===== src/rtl/aer_pkg.sv =====
// aer_pkg: shared defaults and event layout for the spike AER encoder
package aer_pkg;
    localparam int N_NEURONS_DEF  = 4;
    localparam int FIFO_DEPTH_DEF = 8;
    localparam int TS_W_DEF       = 8;

    function automatic int id_w(input int n);
        return (n > 1) ? $clog2(n) : 1;
    endfunction

    localparam int ID_W_DEF = id_w(N_NEURONS_DEF);

    // Event word: neuron id in the MSBs, capture timestamp in the LSBs
    typedef struct packed {
        logic [ID_W_DEF-1:0] id;
        logic [TS_W_DEF-1:0] ts;
    } aer_event_t;
endpackage


===== src/rtl/aer_fifo.sv =====
// aer_fifo: synchronous first-word-fall-through event queue
module aer_fifo #(
    parameter int W = 10,
    parameter int DEPTH = 8,
    localparam int AW = $clog2(DEPTH)
) (
    input  logic          clk,
    input  logic          rst,
    input  logic          push,
    input  logic [W-1:0]  wr_data,
    input  logic          pop,
    output logic [W-1:0]  rd_data,
    output logic          full,
    output logic          empty,
    output logic [AW:0]   count
);
    logic [W-1:0] mem [DEPTH];
    logic [AW:0]  wr_ptr, rd_ptr;

    assign count   = wr_ptr - rd_ptr;
    assign full    = count == (AW+1)'(DEPTH);
    assign empty   = count == '0;
    assign rd_data = mem[rd_ptr[AW-1:0]];

    // Pointers carry one extra wrap bit so full and empty are distinguishable
    always_ff @(posedge clk or posedge rst) begin
        if (rst) begin
            wr_ptr <= '0;
            rd_ptr <= '0;
        end else begin
            if (push && !full) wr_ptr <= wr_ptr + 1'b1;
            if (pop && !empty) rd_ptr <= rd_ptr + 1'b1;
        end
    end

    // Storage needs no reset; the empty flag masks stale entries
    always_ff @(posedge clk) begin
        if (push && !full) mem[wr_ptr[AW-1:0]] <= wr_data;
    end
endmodule


===== src/rtl/spike_aer_encoder.sv =====
// spike_aer_encoder: timestamps neuron spikes and queues them as AER events
module spike_aer_encoder import aer_pkg::*; #(
    parameter int N_NEURONS  = N_NEURONS_DEF,
    parameter int FIFO_DEPTH = FIFO_DEPTH_DEF,
    parameter int TS_W       = TS_W_DEF,
    localparam int ID_W      = id_w(N_NEURONS)
) (
    input  logic                 clk,
    input  logic                 rst,
    input  logic [N_NEURONS-1:0] spike_in,
    output logic                 ev_valid,
    input  logic                 ev_ready,
    output logic [ID_W+TS_W-1:0] ev_data,
    output logic [7:0]           drop_cnt
);
    localparam int EV_W = ID_W + TS_W;
    localparam int CW   = $clog2(FIFO_DEPTH) + 1;

    logic [TS_W-1:0]      ts;
    logic [N_NEURONS-1:0] pending;
    logic [TS_W-1:0]      ts_cap [N_NEURONS];
    logic                 any_pend, push, full, empty;
    logic [ID_W-1:0]      gnt;
    logic [N_NEURONS-1:0] push_mask, drop_mask;
    logic [8:0]           n_drop, drop_sum;
    logic [EV_W-1:0]      head;
    logic [CW-1:0]        fifo_count;

    // Fixed-priority arbiter: lowest pending index wins the single push slot
    always_comb begin
        any_pend = 1'b0;
        gnt = '0;
        for (int i = N_NEURONS - 1; i >= 0; i--) begin
            if (pending[i]) begin
                any_pend = 1'b1;
                gnt = ID_W'(i);
            end
        end
    end

    assign push      = any_pend && !full;
    assign push_mask = push ? (N_NEURONS'(1) << gnt) : '0;
    assign drop_mask = spike_in & pending & ~push_mask;

    // Count spikes that hit a still-occupied pending slot this cycle
    always_comb begin
        n_drop = '0;
        for (int i = 0; i < N_NEURONS; i++) n_drop = n_drop + 9'(drop_mask[i]);
    end

    assign drop_sum = {1'b0, drop_cnt} + n_drop;

    // Timestamp counter, per-neuron capture slots and saturating drop counter
    always_ff @(posedge clk or posedge rst) begin
        if (rst) begin
            ts       <= '0;
            pending  <= '0;
            drop_cnt <= '0;
            for (int i = 0; i < N_NEURONS; i++) ts_cap[i] <= '0;
        end else begin
            ts       <= ts + TS_W'(1);
            drop_cnt <= drop_sum[8] ? 8'hff : drop_sum[7:0];
            for (int i = 0; i < N_NEURONS; i++) begin
                if (spike_in[i] && (!pending[i] || push_mask[i])) begin
                    pending[i] <= 1'b1;
                    ts_cap[i]  <= ts;
                end else if (push_mask[i]) begin
                    pending[i] <= 1'b0;
                end
            end
        end
    end

    aer_fifo #(.W(EV_W), .DEPTH(FIFO_DEPTH)) u_fifo (
        .clk     (clk),
        .rst     (rst),
        .push    (push),
        .wr_data ({gnt, ts_cap[gnt]}),
        .pop     (ev_ready),
        .rd_data (head),
        .full    (full),
        .empty   (empty),
        .count   (fifo_count)
    );

    assign ev_valid = !empty;
    assign ev_data  = (fifo_count != '0) ? head : '0;
endmodule

===== config.mk =====
export PLATFORM = sky130hd
export DESIGN_NAME = spike_aer_encoder
export DESIGN_NICKNAME = d
export VERILOG_FILES = /design/src/rtl/aer_pkg.sv /design/src/rtl/aer_fifo.sv /design/src/rtl/spike_aer_encoder.sv
export SDC_FILE = /design/constraint.sdc
export NUM_CORES = 1
export LEC_CHECK = 0
export BUFFER_PORTS_ARGS = -buffer_cell sky130_fd_sc_hd__buf_2
export CORE_MARGIN = 3
export CORE_UTILIZATION = 60
export DETAILED_ROUTE_END_ITERATION = 12
export PLACE_DENSITY_LB_ADDON = 0.3
export RECOVER_POWER = 25
export SYNTH_ARGS = -nofsm -noshare
export SYNTH_HDL_FRONTEND = slang
export SYNTH_SLANG_ARGS = --single-unit

===== constraint.sdc =====
create_clock -name clk -period 5.5 [get_ports clk]
set_clock_uncertainty 0.15 [all_clocks]
set_input_delay 0.55 -clock clk [delete_from_list [all_inputs] [get_ports clk]]
set_output_delay 0.55 -clock clk [all_outputs]
set_load 0.005 [all_outputs]

==> impl_metrics.ini <==
[setup_path]
cp-start-kind = register
critical_path_required_ps = 5800
cp_max_fo = 13
crit_arrival_ps = 4820
worstSetupPathType = register to register
cp-end-kind = register

[yosys]
ys_async_sr_fraction = 0.429
syn_nets = 532
synth-seq-area-share = 0.594
synth-edff-count = 80
syn_area_per_cell_um2 = 12.8
netlist-cell-type-count = 52
syn_area_mm2 = 0.00657
ys.flop_type = edfxtp_1
yosys_warnings = 0
syn_inst = 515
synth.ff_latch_count = 140

[timing]
finalHoldViolations = 0
rsz0062_at_grt = false
slew_headroom = -1.15
period_minus_slack_ps = 4520
finalCritPeriodShare = 0.822
setup_violations = 0
report.final.slew_viol_count = 61
setup_tns_ps = 0
worstMarginPinSlew_ps = 3220
timing.fmax_mhz = 221

[clock_tree]
postCtsSetupRepairBufs = 0
numCtsBuffers = 17
path_clk_slew_ps = 60
clockBufferDepth = 2
post_cts_resize_count = 0
root_buffer = clkbuf_8
cts_tree = yes
htreeDepth = 4
cts.sinks = 140
cts_hold_buf = 0
insertion_delay_ps = 520

[route]
wirelength_um = 14000
wire_per_inst_um = 20.6
route.detailed.drc = 0
detail-route-antenna-nets = 0
vias = 4398
drt_iter0_markers = 443
viasPerCell = 6.48
dr.pass1.iters = 5

[placed_design]
dp_hpwl_um = 9140
place_congestion = 0.876
io_buffers = 25

[power_and_ir_drop]
power_density_mw_per_mm2 = 640
p_comb_frac = 0.374
p_leak_uw = 0.00290
p_total_uw = 4720
cellInternalPower_uw = 3050
swShare = 0.353
pwr-share-clk = 0.252
pwr-share-seq = 0.374
p_sw_uw = 1670
irDropWorstVdd_mv = 0.334

[grt]
grt_use_total = 0.245
overflow = 0
grt_first_pass_wirelength_um = 23500
antenna_found_initial = 0
grt_pass1_vias = 4519
grt_max_degree = 61

[floorplan]
ioPinCount = 26
rows = 37
die-area_mm2 = 0.0122
start_util = 0.626
coreArea_mm2 = 0.0105
die_h_um = 111
die_width_um = 111

[outcome]
violations = capacitance limit, slew limit
outcome = finished, violations left

[finish]
area_growth_pct = 12.2
antenna_cells = 0
final_nets = 547
drive_gt1_frac = 0.180

[run]
maxCapViolCount = 1

[worst_hold_path]
hp-class = primary input to register
==> critical path, stage by stage, from the launching register on <==
cell and delay, ps:
dfrtp_1 640, inv_1 330, ha_1 430, a21oi_1 260
and3_1 350, or2_2 220, nand4_1 150, fa_1 530
fa_1 470, inv_1 80, fa_1 230, nand2_1 90
nor2_1 180, nand3_1 210, nand3_1 130
==> sequential cells by signal, summed over array words and instances, names as in the netlist <==
register / flops
pending: 4
ts: 8
drop_cnt: 8
u_fifo.rd_ptr: 4
ts_cap: 32
u_fifo.wr_ptr: 4
u_fifo.mem: 80
==> final timing paths <==
kind,from,to,slack (ps),cells after the start
worst min register to register,ts_cap[31],ts_cap[31],360,1
min in group asynchronous,rst,pending[2],1110,3
worst min-delay path,spike_in[0],pending[0],150,2
worst max register to register,u_fifo.rd_ptr[2],drop_cnt[5],980,14
worst max-delay path,u_fifo.rd_ptr[2],drop_cnt[5],980,14
max in group asynchronous,rst,ts_cap[30],2280,3
==> power by group through the flow <==
stage               sequential (uW)  combinational, uW  clock [uW]
floorplan                      1710               1350           0
global placement               1750               1700           0
detailed placement             1780               1770           0
CTS                            1760               1780        1210
global route                   1800               1960        1250
finish                         1760               1770        1190
==> per-stage QoR <==
| stage | hold WS, ps | worst slack, ps | cells | util | instance area, um^2 |
|---|---|---|---|---|---|
| global placement | 341 | 1200 | 647 | 0.643 | 6750 |
| global route | 145 | 575 | 679 | 0.702 | 7370 |
| floorplan | 314 | 1540 | 515 | - | 6570 |
| detailed placement | 345 | 972 | 647 | 0.643 | 6750 |
| CTS | 107 | 962 | 679 | 0.702 | 7380 |
| finish | 153 | 980 | 679 | 0.702 | 7370 |
==> cell type report <==
type / count / area (um^2)
flip-flops and latches: 140 / 3900
fillers: 747 / 3140
multi-input cells: 326 / 2460
clock buffers: 17 / 414
clock inverters: 15 / 213
well taps: 136 / 170
repair buffers: 31 / 163
inverters: 14 / 52.6
==> metal layers <==
| layer | vias up | track usage | part of all wire |
|---|---|---|---|
| li1 | 1983 | - | - |
| met1 | 2194 | 0.317 | 0.40 |
| met2 | 196 | 0.402 | 0.52 |
| met3 | 25 | 0.0617 | 0.068 |
| met4 | 0 | 0.0911 | 0.018 |
| met5 | - | 0 | 0 |
==> placed cells by master, fill, tap and decap left out, types with 16 or more instances in the layout <==
cell	netlist	final
edfxtp_1	80	80
nand2_1	76	76
dfrtp_1	60	60
nand3_1	34	34
a2bb2oi_1	22	22
buf_2	5	22
mux4_2	20	20
clkbuf_16	0	16
==> cells in the mapped netlist, types with 2 or more instances <==
| master | n | area, um^2 |
|---|---|---|
| a21o_1 | 3 | 22.5 |
| a21oi_1 | 15 | 75.1 |
| a221o_1 | 9 | 90.1 |
| a22o_1 | 8 | 70.1 |
| a2bb2oi_1 | 22 | 193 |
| a32oi_1 | 8 | 70.1 |
| and2_1 | 2 | 12.5 |
| and3_1 | 11 | 68.8 |
| buf_1 | 2 | 7.51 |
| buf_2 | 5 | 25.0 |
| buf_4 | 2 | 15.0 |
| buf_6 | 2 | 22.5 |
| clkbuf_1 | 24 | 90.1 |
| dfrtp_1 | 60 | 1500 |
| edfxtp_1 | 80 | 2400 |
| fa_1 | 3 | 60.1 |
| ha_1 | 7 | 87.6 |
| inv_1 | 13 | 48.8 |
| mux2_2 | 9 | 101 |
| mux4_2 | 20 | 450 |
| nand2_1 | 76 | 285 |
| nand2b_1 | 4 | 25.0 |
| nand3_1 | 34 | 170 |
| nand4_1 | 11 | 68.8 |
| nor2_1 | 15 | 56.3 |
| nor3_1 | 8 | 40.0 |
| o211a_1 | 2 | 20.0 |
| o211ai_1 | 15 | 113 |
| o21ai_0 | 4 | 20.0 |
| o21ai_1 | 3 | 15.0 |
| or3_1 | 3 | 18.8 |
| xnor2_1 | 11 | 96.3 |
| xor2_1 | 5 | 43.8 |
==> cells by family after synthesis <==
group                    share of synthesized area
adder cells (fa/ha/maj)                     0.0225
flip-flops                                   0.594
AO/OA/AOI/OAI                                0.116
AND/OR/NAND/NOR                              0.125
XOR/XNOR                                    0.0238
buffers and inverters                       0.0324
multiplexers                                0.0862
Note: power is estimated with default switching activity, not from simulation.
